File: src/rtl/mem_read_display_pkg.sv
// ============================================================================
// Module      : mem_read_display_pkg
// Description : Shared state encoding, BCD constants and nibble-adjust helper
//               for the RAM read/display initiator.
// Revision    : 1.0 - initial release
// ============================================================================
`default_nettype none

package mem_read_display_pkg;

    localparam logic [1:0] c_ST_IDLE = 2'd0;
    localparam logic [1:0] c_ST_WAIT = 2'd1;
    localparam logic [1:0] c_ST_CONV = 2'd2;
    localparam logic [1:0] c_ST_DONE = 2'd3;

    typedef enum logic [1:0] {
        ST_IDLE = c_ST_IDLE,
        ST_WAIT = c_ST_WAIT,
        ST_CONV = c_ST_CONV,
        ST_DONE = c_ST_DONE
    } state_t;

    localparam int         c_BCD_W      = 12;
    localparam logic [3:0] c_ADJ_THRESH = 4'd5;
    localparam logic [3:0] c_ADJ_OFFSET = 4'd3;

    // Adds 3 to every nibble that is 5 or more, ahead of the next left shift.
    function automatic logic [c_BCD_W-1:0] bcd_adjust(input logic [c_BCD_W-1:0] bcd);
        logic [c_BCD_W-1:0] w_adj;
        w_adj = bcd;
        for (int i = 0; i < c_BCD_W / 4; i++) begin
            if (bcd[4*i +: 4] >= c_ADJ_THRESH) begin
                w_adj[4*i +: 4] = bcd[4*i +: 4] + c_ADJ_OFFSET;
            end
        end
        return w_adj;
    endfunction

endpackage

`default_nettype wire

File: src/rtl/mem_read_display_bin_to_bcd_seq.sv
// ============================================================================
// Module      : bin_to_bcd_seq
// Description : Sequential shift-add-3 binary to 3-digit BCD converter, one
//               input bit per clock after a load.
// Revision    : 1.0 - initial release
// ============================================================================
`default_nettype none

module bin_to_bcd_seq
    import mem_read_display_pkg::*;
#(
    parameter int DATA_W = 8
) (
    input  logic               clock,
    input  logic               reset,
    input  logic               i_load,
    input  logic [DATA_W-1:0]  i_bin,
    output logic               o_done,
    output logic [c_BCD_W-1:0] o_bcd
);

    localparam int c_CNT_W = $clog2(DATA_W + 1);

    logic [DATA_W-1:0]         r_bin;
    logic [c_BCD_W-1:0]        r_bcd;
    logic [c_CNT_W-1:0]        r_bit_cnt;
    logic [c_BCD_W+DATA_W-1:0] w_shift;

    assign w_shift = {bcd_adjust(r_bcd), r_bin} << 1;
    // o_bcd is the post-shift accumulator, so on the done edge it is the result.
    assign o_bcd   = w_shift[c_BCD_W+DATA_W-1 -: c_BCD_W];
    assign o_done  = (r_bit_cnt == c_CNT_W'(1));

    always_ff @(posedge clock) begin
        if (reset) begin
            r_bin     <= '0;
            r_bcd     <= '0;
            r_bit_cnt <= '0;
        end else if (i_load) begin
            r_bin     <= i_bin;
            r_bcd     <= '0;
            r_bit_cnt <= c_CNT_W'(DATA_W);
        end else if (r_bit_cnt != '0) begin
            r_bin     <= w_shift[DATA_W-1:0];
            r_bcd     <= o_bcd;
            r_bit_cnt <= r_bit_cnt - c_CNT_W'(1);
        end
    end

endmodule

`default_nettype wire

File: src/rtl/mem_read_display.sv
// ============================================================================
// Module      : mem_read_display
// Description : Read-side initiator for the 8-bit board RAM; fetches a byte on
//               request and presents it as three BCD digits.
//               Optional macro MEM_READ_DISPLAY_SCAN_EN adds the scan input
//               for automatic incrementing-address reads.
// Revision    : 1.0 - initial release
// ============================================================================
`default_nettype none

module mem_read_display
    import mem_read_display_pkg::*;
#(
    parameter int ADDR_W = 8,
    parameter int DATA_W = 8,
    parameter int RD_LAT = 1
) (
    input  logic              clock,
    input  logic              reset,
    input  logic              req,
    input  logic [ADDR_W-1:0] req_addr,
`ifdef MEM_READ_DISPLAY_SCAN_EN
    input  logic              scan,
`endif
    output logic              busy,
    output logic [ADDR_W-1:0] mem_address,
    output logic              mem_wren,
    output logic [DATA_W-1:0] mem_data,
    input  logic [DATA_W-1:0] mem_q,
    output logic              valid,
    output logic [DATA_W-1:0] value,
    output logic [3:0]        hundreds,
    output logic [3:0]        tens,
    output logic [3:0]        units
);

    localparam int c_WAIT_W = $clog2(RD_LAT + 1);

    state_t              r_state;
    state_t              w_state_next;
    logic                w_issue;
    logic [ADDR_W-1:0]   w_issue_addr;
    logic                w_load;
    logic                w_conv_done;
    logic [c_BCD_W-1:0]  w_bcd;

    logic [ADDR_W-1:0]   r_mem_address;
    logic [c_WAIT_W-1:0] r_wait_cnt;
    logic [DATA_W-1:0]   r_cap;
    logic [DATA_W-1:0]   r_value;
    logic [c_BCD_W-1:0]  r_bcd;

    always_ff @(posedge clock) begin
        if (reset) begin
            r_state <= ST_IDLE;
        end else begin
            r_state <= w_state_next;
        end
    end

    always_comb begin
        w_state_next = r_state;
        w_issue      = 1'b0;
        w_issue_addr = req_addr;
        w_load       = 1'b0;
        case (r_state)
            ST_IDLE: begin
                if (req) begin
                    w_issue = 1'b1;
                end
`ifdef MEM_READ_DISPLAY_SCAN_EN
                else if (scan) begin
                    w_issue      = 1'b1;
                    w_issue_addr = r_mem_address + ADDR_W'(1);
                end
`endif
                if (w_issue) begin
                    w_state_next = ST_WAIT;
                end
            end
            ST_WAIT: begin
                if (r_wait_cnt == c_WAIT_W'(1)) begin
                    w_load       = 1'b1;
                    w_state_next = ST_CONV;
                end
            end
            ST_CONV: begin
                if (w_conv_done) begin
                    w_state_next = ST_DONE;
                end
            end
            ST_DONE: begin
                w_state_next = ST_IDLE;
            end
            default: begin
                w_state_next = ST_IDLE;
            end
        endcase
    end

    always_ff @(posedge clock) begin
        if (reset) begin
            r_mem_address <= '0;
            r_wait_cnt    <= '0;
            r_cap         <= '0;
            r_value       <= '0;
            r_bcd         <= '0;
        end else begin
            if (w_issue) begin
                r_mem_address <= w_issue_addr;
                r_wait_cnt    <= c_WAIT_W'(RD_LAT);
            end else if (r_state == ST_WAIT) begin
                r_wait_cnt <= r_wait_cnt - c_WAIT_W'(1);
            end
            if (w_load) begin
                r_cap <= mem_q;
            end
            if ((r_state == ST_CONV) && w_conv_done) begin
                r_value <= r_cap;
                r_bcd   <= w_bcd;
            end
        end
    end

    bin_to_bcd_seq #(
        .DATA_W (DATA_W)
    ) u_bcd (
        .clock  (clock),
        .reset  (reset),
        .i_load (w_load),
        .i_bin  (mem_q),
        .o_done (w_conv_done),
        .o_bcd  (w_bcd)
    );

    assign busy        = (r_state != ST_IDLE);
    assign valid       = (r_state == ST_DONE);
    assign mem_address = r_mem_address;
    assign mem_wren    = 1'b0;
    assign mem_data    = '0;
    assign value       = r_value;
    assign hundreds    = r_bcd[11:8];
    assign tens        = r_bcd[7:4];
    assign units       = r_bcd[3:0];

endmodule

`default_nettype wire

File: config.mk
export PLATFORM = sky130hd
export DESIGN_NAME = mem_read_display
export DESIGN_NICKNAME = d
export VERILOG_FILES = /design/src/rtl/mem_read_display_pkg.sv /design/src/rtl/mem_read_display_bin_to_bcd_seq.sv /design/src/rtl/mem_read_display.sv
export SDC_FILE = /design/constraint.sdc
export NUM_CORES = 1
export LEC_CHECK = 0
export ABC_AREA = 1
export BUFFER_PORTS_ARGS = -buffer_cell sky130_fd_sc_hd__clkbuf_2
export CAP_MARGIN = 10
export CORE_MARGIN = 2
export CORE_UTILIZATION = 35
export DETAILED_ROUTE_END_ITERATION = 10
export PLACE_DENSITY = 0.57
export SLEW_MARGIN = 20
export SYNTH_ARGS = -nofsm -noshare
export SYNTH_HDL_FRONTEND = slang
export SYNTH_SLANG_ARGS = --single-unit
File: constraint.sdc
create_clock -name clock -period 1.55 [get_ports clock]
set_input_delay 0 -clock clock [delete_from_list [all_inputs] [get_ports clock]]
set_output_delay 0 -clock clock [all_outputs]
set_load 0.02 [all_outputs]
==> flow_metrics.tcl <==
set metrics [dict create \
    p_seq_share_pct 35.1 \
    postLayoutCoreUtil_pct 45.1 \
    path_class "flip-flop to flip-flop" \
    hold_ws_ns 0.0409 \
    switching_share_pct 40.7 \
    hold_violations 0 \
    clockBufferDepth 2 \
    synth_top_area_share_pct 42.1 \
    syn_to_final_growth_pct 24.5 \
    fin_crit_sh_pct 89.5 \
    nets 524 \
    cp_data_arrival_time_ns 1.67 \
    critical_path.most_common_cell "inv_1" \
    place_congestion 0.754 \
    status "finished clean" \
    combPwrFrac_pct 43.5 \
    async_flop_share_pct 0 \
    crit_path_end_kind "flip-flop" \
    global_route.overflow_total 0 \
    drc_errors 0 \
    io_pins 58 \
    worst_hold_path_type "input port to flip-flop" \
    via_per_inst 4.46 \
    routed_wl_um 6210 \
    setup_violations 0 \
    core_area_um2 8260 \
    ir_drop_v 0.000828 \
    drtPass1Iterations 4 \
    cts.sinks 63 \
    cts_made_buffers 9 \
    leakagePower_nw 1.87 \
    cap_violations 0 \
    grt_max_degree 24 \
    grt_pass1_vias 2508 \
    die_area_um2 9310 \
    drive_gt1_share_pct 17.1 \
    yosys-top-cells-count "nand2_1 (116), inv_1 (65), dfxtp_1 (63), a21oi_1 (41), nor2_1 (27)" \
    finalSetupTns_ns 0 \
    clock_skew_ns 0.00702 \
    yosysWarnings 0 \
    placed_cell_area_um2 3340 \
    p_int_w 0.00380 \
    path_clk_slew_ns 0.07 \
    path_cells "inv_1 -> ha_4 -> nand2_4 -> inv_4 -> nor2_4 -> buf_4 -> o21ai_0 -> inv_1 -> nand2_1 -> inv_1" \
    min_period_ns 1.39 \
    rsz0062_at_grt "no" \
    synth_top_area_cell "dfxtp_1" \
    avgRoutedWirePerCell_um 10.3 \
    slew_violations 0 \
    crit_required_ns 1.83 \
    grt.total_usage_pct 14.9 \
    antenna_found_initial 0 \
    power_density_nw_per_um2 1720 \
    max_freq_ghz 0.720 \
    ys_seq_area_share_pct 42.1 \
    synth_area_leaders "dfxtp_1 (42%), nand2_1 (15%), inv_1 (8.2%)" \
    io_buffers 48 \
    start_util_pct 36.2 \
    grt_pass1_wl_um 10700 \
    synthMostInstantiatedCell "nand2_1" \
    first_iter_violations 101 \
    synthCells 420 \
    cts_htree_levels 3 \
    ys_ff_latch 63 \
    syn_area_um2 2990 \
    critPathTopFamily "buffers and inverters" \
    die_width_um 96.5 \
    synth_edf_count 0 \
    cp_max_fo 9 \
    synth_ff_type "dfxtp_1" \
    cpPeakStageDelay_ns 0.36 \
    ant_nets 0 \
    tritoncts "done" \
    avgSynthCellArea_um2 7.13 \
    rows 33 \
    design_area_um2 3720 \
    p_clk_share_pct 21.4 \
    crit_slowest_cell "dfxtp_1" \
    synth.distinct_cells 25 \
    p_switching_w 0.00261 \
    crit_path_start_kind "flip-flop" \
    n_antenna_cell 0 \
    dp_hpwl_um 4250 \
    cts_root_buf "clkbuf_8" \
    worstSkewPairLatency_ns 0.34 \
    die_h_um 96.5 \
    critPathBufInv 5 \
    vias 2681 \
]
## cell type report
class | instances | area, um2
Timing Repair Buffer | 75 | 533
Clock inverter | 6 | 61.3
Tap cell | 105 | 131
Sequential cell | 63 | 1260
Multi-Input combinational cell | 274 | 1350
Inverter | 68 | 258
Fill cell | 860 | 4530
Clock buffer | 10 | 128
## worst paths after layout
| kind | from | endpoint | slack (ns) | cells after the start |
|---|---|---|---|---|
| min | req | r_wait_cnt | 0.04 | 5 |
| min reg2reg | r_cap[0] | r_cap[0] | 0.46 | 2 |
| max reg2reg | r_state[1] | u_bcd.r_bcd[6] | 0.16 | 10 |
| max | r_state[1] | u_bcd.r_bcd[6] | 0.16 | 10 |
## layout by cell type, fill, tap and decap left out, drive strengths merged
master         n
a21oi         41
buf           11
bufinv         1
clkbuf        58
clkinv         4
clkinvlp       1
conb           9
dfxtp         63
dlygate4sd3   16
ha            14
inv           68
nand2        118
nand3         26
nand3b         1
nand4          6
nor2          30
o21ai         28
xnor2          1
## cell families (layout without fill, tap and decap cells)
family                     Yosys count  in the layout  synth area share (%)
adders and majority gates           14             14                  5.85
other                                1              9                 0.125
AOI/OAI and AO/OA                   69             69                  11.7
DFF                                 63             63                  42.1
xor gates and xnor gates             1              1                 0.293
buffers and inverters               91            159                  14.1
and+or+nand+nor                    181            181                  25.8
## per-stage QoR
stage,setup slack [ns],total power (W),cells
after floorplan,0.242,0.00439,428
after global placement,0.122,0.00496,567
after detailed placement,0.0577,0.00501,567
after CTS,0.0284,0.00646,599
after global routing,0.00556,0.00705,601
final,0.162,0.00641,601
## what timing repair did
action	in CTS	in global routing
endpoints found under the hold margin	19	0
hold buffers	16	0
gates resized for setup	0	2
buffers inserted	0	2
setup endpoints to repair	0	19
## power groups by stage
stage          Clock (W)  Combinational, W  Sequential, W
6_report         0.00137           0.00279        0.00225
5_1_grt          0.00152           0.00323        0.00230
4_1_cts          0.00144           0.00277        0.00225
3_5_place_dp           0           0.00273        0.00228
3_3_place_gp           0           0.00269        0.00228
2_1_floorplan          0           0.00204        0.00235
## registers in the layout, summed over array words and instances, names as in the netlist
register and flops:
u_bcd.r_bit_cnt 4, u_bcd.r_bcd 12, r_wait_cnt 1, r_state 2, r_cap 8, mem_address 8, r_bcd 12, u_bcd.r_bin 8
value 8
## worst reg2reg max path, stage by stage, from the launching register on
cell and delay, ns:
dfxtp_1 0.36, inv_1 0.11, ha_4 0.19, nand2_4 0.07, inv_4 0.05, nor2_4 0.13, buf_4 0.18, o21ai_0 0.09
inv_1 0.06, nand2_1 0.04, inv_1 0.04
## layer usage
layer,vias to the layer above,global-route usage [%],share of wire (%)
met5,-,0,0
met4,0,3.87,0.77
met3,4,5.35,4.5
met2,52,26.1,49
met1,1196,17.1,46
li1,1429,-,-
No activity file was read; power rests on OpenSTA's default activity.
